## src/rtl/safe_wrapper_boot_seq.sv

```systemverilog
// Boot sequencer: programs the safe-wrapper control registers over the register bus,
// then polls the end-of-routine flag until it is set, a timeout expires, or an error occurs.

package safe_wrapper_boot_seq_pkg;
  localparam int unsigned ADDR_W = 32;
  localparam int unsigned DATA_W = 32;
  localparam int unsigned STRB_W = DATA_W / 8;

  typedef struct packed {
    logic [ADDR_W-1:0] addr;
    logic              write;
    logic [DATA_W-1:0] wdata;
    logic [STRB_W-1:0] wstrb;
    logic              valid;
  } reg_req_t;

  typedef struct packed {
    logic [DATA_W-1:0] rdata;
    logic              error;
    logic              ready;
  } reg_rsp_t;

  localparam logic [1:0] ERR_NONE    = 2'd0;
  localparam logic [1:0] ERR_BUS     = 2'd1;
  localparam logic [1:0] ERR_TIMEOUT = 2'd2;
  localparam logic [1:0] ERR_ABORT   = 2'd3;
endpackage

module safe_wrapper_boot_seq
  import safe_wrapper_boot_seq_pkg::*;
#(
  parameter logic [31:0] BASE_ADDR       = 32'h0,
  parameter logic [31:0] MASTER_CORE_OFF = 32'h0,
  parameter logic [31:0] SAFE_CONFIG_OFF = 32'h8,
  parameter logic [31:0] SAFE_MODE_OFF   = 32'h4,
  parameter logic [31:0] INIT_SYNC_OFF   = 32'h10,
  parameter logic [31:0] START_OFF       = 32'h14,
  parameter logic [31:0] END_SW_OFF      = 32'h18,
  parameter int unsigned POLL_GAP        = 4,
  parameter int unsigned TIMEOUT         = 1024
) (
  input  logic       clk_i,
  input  logic       rst_i,
  input  logic       start_i,
  input  logic       abort_i,
  input  logic [2:0] cfg_master_core_i,
  input  logic [1:0] cfg_safe_config_i,
  input  logic       cfg_safe_mode_i,
  output reg_req_t   reg_req_o,
  input  reg_rsp_t   reg_rsp_i,
  output logic       busy_o,
  output logic       done_o,
  output logic       err_o,
  output logic [1:0] err_code_o
);

  localparam int unsigned CNT_W    = $clog2(TIMEOUT + 1);
  localparam int unsigned GAP_LAST = (POLL_GAP > 0) ? POLL_GAP - 1 : 0;
  localparam int unsigned GAP_W    = (GAP_LAST > 0) ? $clog2(GAP_LAST + 1) : 1;

  localparam logic [31:0] ADDR_MC    = BASE_ADDR + MASTER_CORE_OFF;
  localparam logic [31:0] ADDR_CFG   = BASE_ADDR + SAFE_CONFIG_OFF;
  localparam logic [31:0] ADDR_MODE  = BASE_ADDR + SAFE_MODE_OFF;
  localparam logic [31:0] ADDR_SYNC  = BASE_ADDR + INIT_SYNC_OFF;
  localparam logic [31:0] ADDR_START = BASE_ADDR + START_OFF;
  localparam logic [31:0] ADDR_END   = BASE_ADDR + END_SW_OFF;

  typedef enum logic [3:0] {
    S_IDLE, S_W_MC, S_W_CFG, S_W_MODE, S_W_SYNC, S_W_START,
    S_POLL_RD, S_POLL_GAP, S_DONE, S_ERR
  } state_t;

  state_t             state_q, state_d;
  reg_req_t           req_q, req_d;
  logic [2:0]         mc_q, mc_d;
  logic [1:0]         cfg_q, cfg_d;
  logic               mode_q, mode_d;
  logic [CNT_W-1:0]   cnt_q, cnt_d;
  logic [GAP_W-1:0]   gap_q, gap_d;
  logic               busy_q, busy_d;
  logic               done_q, done_d;
  logic               err_q, err_d;
  logic [1:0]         code_q, code_d;

  logic               xfer_done;
  logic               bus_err;
  logic               fail;
  logic [1:0]         fail_code;
  logic [CNT_W-1:0]   cnt_inc;
  logic               tmo;
  logic               unused_rdata;

  assign unused_rdata = ^reg_rsp_i.rdata[DATA_W-1:1];

  // Next-state, error capture and registered bus request.
  always_comb begin
    state_d   = state_q;
    mc_d      = mc_q;
    cfg_d     = cfg_q;
    mode_d    = mode_q;
    cnt_d     = cnt_q;
    gap_d     = gap_q;
    err_d     = err_q;
    code_d    = code_q;
    fail      = 1'b0;
    fail_code = ERR_NONE;
    req_d     = '0;

    xfer_done = req_q.valid && reg_rsp_i.ready;
    bus_err   = xfer_done && reg_rsp_i.error;
    cnt_inc   = (cnt_q == CNT_W'(TIMEOUT)) ? cnt_q : cnt_q + CNT_W'(1);
    tmo       = (cnt_inc == CNT_W'(TIMEOUT));

    case (state_q)
      S_IDLE: begin
        if (start_i) begin
          state_d = S_W_MC;
          mc_d    = cfg_master_core_i;
          cfg_d   = cfg_safe_config_i;
          mode_d  = cfg_safe_mode_i;
          err_d   = 1'b0;
          code_d  = ERR_NONE;
        end
      end
      S_W_MC, S_W_CFG, S_W_MODE, S_W_SYNC, S_W_START: begin
        if (xfer_done) begin
          if (bus_err) begin
            fail = 1'b1; fail_code = ERR_BUS;
          end else if (abort_i) begin
            fail = 1'b1; fail_code = ERR_ABORT;
          end else begin
            case (state_q)
              S_W_MC:   state_d = S_W_CFG;
              S_W_CFG:  state_d = S_W_MODE;
              S_W_MODE: state_d = S_W_SYNC;
              S_W_SYNC: state_d = S_W_START;
              default: begin
                state_d = S_POLL_RD;
                cnt_d   = '0;
              end
            endcase
          end
        end
      end
      S_POLL_RD: begin
        cnt_d = cnt_inc;
        if (xfer_done) begin
          if (bus_err) begin
            fail = 1'b1; fail_code = ERR_BUS;
          end else if (reg_rsp_i.rdata[0]) begin
            state_d = S_DONE;
          end else if (abort_i) begin
            fail = 1'b1; fail_code = ERR_ABORT;
          end else if (tmo) begin
            fail = 1'b1; fail_code = ERR_TIMEOUT;
          end else if (POLL_GAP == 0) begin
            state_d = S_POLL_RD;
          end else begin
            state_d = S_POLL_GAP;
            gap_d   = '0;
          end
        end
      end
      S_POLL_GAP: begin
        cnt_d = cnt_inc;
        if (abort_i) begin
          fail = 1'b1; fail_code = ERR_ABORT;
        end else if (tmo) begin
          fail = 1'b1; fail_code = ERR_TIMEOUT;
        end else if (gap_q == GAP_W'(GAP_LAST)) begin
          state_d = S_POLL_RD;
        end else begin
          gap_d = gap_q + GAP_W'(1);
        end
      end
      default: state_d = S_IDLE;
    endcase

    if (fail) begin
      state_d = S_ERR;
      err_d   = 1'b1;
      code_d  = fail_code;
    end

    // Request fields follow the next state, so they only move on a completed handshake.
    case (state_d)
      S_W_MC:    begin req_d.addr = ADDR_MC;    req_d.wdata = {29'b0, mc_d};   end
      S_W_CFG:   begin req_d.addr = ADDR_CFG;   req_d.wdata = {30'b0, cfg_d};  end
      S_W_MODE:  begin req_d.addr = ADDR_MODE;  req_d.wdata = {31'b0, mode_d}; end
      S_W_SYNC:  begin req_d.addr = ADDR_SYNC;  req_d.wdata = 32'h1;           end
      S_W_START: begin req_d.addr = ADDR_START; req_d.wdata = 32'h1;           end
      S_POLL_RD: begin req_d.addr = ADDR_END;   req_d.valid = 1'b1;            end
      default:   req_d = '0;
    endcase
    if (state_d inside {S_W_MC, S_W_CFG, S_W_MODE, S_W_SYNC, S_W_START}) begin
      req_d.valid = 1'b1;
      req_d.write = 1'b1;
      req_d.wstrb = 4'hF;
    end

    busy_d = (state_d != S_IDLE);
    done_d = (state_d == S_DONE);
  end

  always_ff @(posedge clk_i) begin
    if (rst_i) begin
      state_q <= S_IDLE;
      req_q   <= '0;
      mc_q    <= '0;
      cfg_q   <= '0;
      mode_q  <= 1'b0;
      cnt_q   <= '0;
      gap_q   <= '0;
      busy_q  <= 1'b0;
      done_q  <= 1'b0;
      err_q   <= 1'b0;
      code_q  <= ERR_NONE;
    end else begin
      state_q <= state_d;
      req_q   <= req_d;
      mc_q    <= mc_d;
      cfg_q   <= cfg_d;
      mode_q  <= mode_d;
      cnt_q   <= cnt_d;
      gap_q   <= gap_d;
      busy_q  <= busy_d;
      done_q  <= done_d;
      err_q   <= err_d;
      code_q  <= code_d;
    end
  end

  assign reg_req_o  = req_q;
  assign busy_o     = busy_q;
  assign done_o     = done_q;
  assign err_o      = err_q;
  assign err_code_o = code_q;

endmodule
```

## config.mk

```make
export PLATFORM = sky130hd
export DESIGN_NAME = safe_wrapper_boot_seq
export DESIGN_NICKNAME = d
export VERILOG_FILES = /design/src/rtl/safe_wrapper_boot_seq.sv
export SDC_FILE = /design/constraint.sdc
export NUM_CORES = 1
export LEC_CHECK = 0
export ABC_AREA = 1
export CAP_MARGIN = 30
export CORE_ASPECT_RATIO = 1.25
export CORE_MARGIN = 8
export CORE_UTILIZATION = 30
export DETAILED_ROUTE_END_ITERATION = 8
export PLACE_DENSITY = 0.67
export SKIP_LAST_GASP = 1
export SYNTH_ARGS = -nofsm -noshare
export SYNTH_HDL_FRONTEND = slang
export SYNTH_SLANG_ARGS = --single-unit
```

## constraint.sdc

```tcl
create_clock -name clk_i -period 6.5 [get_ports clk_i]
set_input_delay 0.65 -clock clk_i [delete_from_list [all_inputs] [get_ports clk_i]]
set_output_delay 0.65 -clock clk_i [all_outputs]
set_load 0.005 [all_outputs]
```

==> flow_summary_export.csv <==
group,metric,value,unit
setup_path,crit_arrival,2990,ps
timing,max_slew_headroom,47.7,%
clocking,htreeDepth,2,
synth,synthesis.yosys.warnings,0,
timing,max_clock_freq,360,MHz
timing,timing_worst_slew_pin_value,781,ps
route,drt-initial-drc-count,66,
setup_path,worstReg2RegStart,"state_q[2]",
clocking,cts.repair.resized,0,
synth,synth_area,0.00263,sq mm
setup_path,critPathCapture,"reg_req_o[40]",
clocking,buffers_from_clock_root_to_sink_at_most,2,
pwr,total_leakage_power,0.00133,uW
layout,synthesis_to_finish_area_growth,10.9,%
layout,fill_cells,926,
synth,ys_dominant_reg_cell,"sky130_fd_sc_hd__dfxtp_1",
setup_path,worst-endpoint-required,6710,ps
die,die_width,99.7,um
clocking,tritoncts,"yes",
layout,mostFrequentLayoutCell,"sky130_fd_sc_hd__nand2_1",
setup_path,startpoint,"state_q[2]",
die,rows,38,
setup_path,criticalPathCategory,"flip-flop to flip-flop",
pwr,p_clk_share,42.8,%
layout,drive_gt1_share,9.66,%
timing,post-route-min-period,2780,ps
global_routing,grt_busiest_layer,"met2",
setup_path,setup.worst_path.end_class,"flip-flop",
layout,multiInputGateArea,0.00144,sq mm
synth,yosys_register_bits,36,
placed_design,dp_worst_setup_slack,3670,ps
clocking,cts_setup_buffers,0,
synth,synth_top_area_share,27.4,%
die,floorplan.die_area,0.0120,sq mm
layout,n_antenna_cell,0,
timing,final_max_slew_viol_count,0,
pwr,p_comb_share,12.0,%
global_routing,pin_count_of_the_biggest_net_entering_global_routing,20,
synth,synthesis.instances,388,
layout,finalNetCount,460,
pwr,switching_power,120,uW
setup_path,setup.worst_path.start_class,"flip-flop",
global_routing,grt_util_met2,17.6,%
synth,count_of_flip_flops_with_a_built_in_enable_after_synthesis,0,
layout,final_area,0.00291,sq mm
timing,worst_clock_skew,5.69,ps
timing,setup_tns,0,ps
pwr,p_int,386,uW
route,route.detailed.vias_per_inst,4.18,
die,dieHeight,121,um
synth,post_synth_main_area_contributors,"sky130_fd_sc_hd__dfxtp_1, sky130_fd_sc_hd__buf_4, sky130_fd_sc_hd__nand2_1",
clocking,clkSlewWorstSetupHoldPaths,80,ps
pwr,reg_power_share,45.2,%
route,drt.antenna.violating_nets,0,
placed_design,finalWeightedCongestion,0.863,
die,coreArea,0.00861,sq mm
clocking,tritoncts.num_buffers,5,
setup_path,r2r-end,"reg_req_o[40]",
route,drt_wl_total,5.77,mm
timing,finalSetupViolations,0,
route,detail_route.first_pass.iterations,5,
global_routing,antenna_found_initial,0,
global_routing,grtUsageTotal,9.59,%
clocking,clockRootBuffer,"sky130_fd_sc_hd__clkbuf_8",
pwr,power-per-cell-area,174,mW/mm^2
timing,layout_setup_ws,3720,ps
setup_path,rrSetupSlack,3720,ps
synth,synthArstFlopShare,0,%
global_routing,first_global_vias,2196,
global_routing,grt_overflow_total,0,
synth,syn_avg_cell_area,6.77,sq um
setup_path,r2r_cells,16,
synth,yosysUniqueCellTypes,39,
global_routing,grt_util_met3,2.99,%
placed_design,placed_area,0.00279,sq mm
pwr,vdd.ir_drop.worst,97.9,uV
placed_design,detailedPlacementHpwl,4.72,mm
route,remaining_drc_errors,0,
timing,fin_crit_sh,42.8,%
min_path,timing.hold.worst.class,"flip-flop to flip-flop",
die,start_util,30.5,%
placed_design,numPortBuffers,29,
route,post_drt_wl_per_cell,10.8,um
global_routing,gr_util_met1,9.81,%
run_status,status,"finished, final reports clean",
setup_path,critical_path_peak_fanout,11,
timing,timing.final.hold_violations,0,
global_routing,grt_pass1_wl,9.60,mm
pwr,switching_share,23.7,%
clocking,numClockSinks,36,
synth,synth_top_area_cell,"sky130_fd_sc_hd__dfxtp_1",
layout,most-common-layout-cells,"sky130_fd_sc_hd__nand2_1, sky130_fd_sc_hd__conb_1, sky130_fd_sc_hd__nor2_1, sky130_fd_sc_hd__inv_1, sky130_fd_sc_hd__dfxtp_1",
layout,sequential_cell_area_in_the_final_layout,721,sq um
clocking,worst_skew_pair.late_latency,280,ps
die,top_level_ports,119,
timing,rsz_0062_raised_after_global_routing,"no",
timing,hold-worst-slack,462,ps
clocking,ctsHoldBuffers,0,
flow_run,drv.max_cap_violation_count,0,
route,dr_total_vias,2233,
synth,synth-seq-area-share,27.4,%
## sequential cells by signal, indices dropped and copies added, names as in the netlist
signal and cells:
err_code_o 2, gap_q 2, busy_o 1, mc_q 3, err_o 1, mode_q 1, state_q 4, done_o 1
reg_req_o 8, cnt_q 11, cfg_q 2
## worst max-delay path, stage by stage (launching register included)
cell and delay [ps]:
sky130_fd_sc_hd__dfxtp_1 360, sky130_fd_sc_hd__inv_1 50, sky130_fd_sc_hd__nor2_1 160, sky130_fd_sc_hd__inv_1 80, sky130_fd_sc_hd__nor2_1 600, sky130_fd_sc_hd__inv_1 270
sky130_fd_sc_hd__nor2_4 190, sky130_fd_sc_hd__inv_1 80, sky130_fd_sc_hd__nor2_1 120, sky130_fd_sc_hd__nor2_1 60, sky130_fd_sc_hd__nand2_1 80, sky130_fd_sc_hd__inv_2 50
sky130_fd_sc_hd__nand2_4 70, sky130_fd_sc_hd__inv_2 50, sky130_fd_sc_hd__o21ai_1 260, sky130_fd_sc_hd__nand2_1 100, sky130_fd_sc_hd__a21oi_1 140
## Yosys cell counts, drive strengths merged, types with 3 or more instances
| cell | number |
|---|---|
| a21oi | 19 |
| a31oi | 3 |
| buf | 65 |
| clkbuf | 4 |
| dfxtp | 36 |
| ha | 3 |
| inv | 43 |
| nand2 | 87 |
| nand3 | 27 |
| nand4 | 4 |
| nor2 | 53 |
| nor3 | 3 |
| o211ai | 5 |
| o21ai | 16 |
| or2 | 3 |
| xor2 | 3 |
## kinds of logic after synthesis
logic type	synth area share [%]
other cells	0.143
buf+inv	26.1
simple gates	32.3
xor+xnor	1.33
fa+ha+maj	1.43
mux	0.762
compound gates	10.5
flops	27.4
## stage by stage
stage	total power, uW	utilization (%)	cells
final	506	33.8	534
after global routing	531	33.8	534
after CTS	511	33.8	534
after detailed placement	293	32.4	526
after global placement	291	32.1	524
after floorplan	296	-	445
## worst min path at each step
stage	slack [ps]	from	to	cells after the start
floorplan	450	gap_q[1]	gap_q[1]	2
global placement	450	err_code_o[0]	err_code_o[0]	2
detailed placement	460	err_code_o[0]	err_code_o[0]	2
CTS	470	err_code_o[0]	err_code_o[0]	2
global route	490	err_code_o[0]	err_code_o[0]	2
finish	460	err_code_o[0]	err_code_o[0]	2
## routing by layer
layer | share of wire [%] | vias to the layer above
met4 | 1.9 | 0
li1 | - | 1158
met5 | 0 | -
met1 | 40 | 986
met3 | 7.6 | 11
met2 | 50 | 78
## cell type report
cell class | instances | share of cell area, %
Clock buffer | 7 | 3.31
Clock inverter | 1 | 1.03
Inverter | 44 | 5.76
Multi-Input combinational cell | 295 | 49.3
Sequential cell | 36 | 24.7
Tap cell | 120 | 5.15
Timing Repair Buffer | 31 | 10.7
## power groups by stage
stage / logic [uW] / registers [uW] / clock network [uW]
final: 60.6 / 229 / 216
after global routing: 68.0 / 229 / 234
after CTS: 59.5 / 229 / 223
after detailed placement: 59.3 / 234 / 0
after global placement: 57.3 / 234 / 0
after floorplan: 62.2 / 234 / 0
Power figures use the tool's default switching activity.
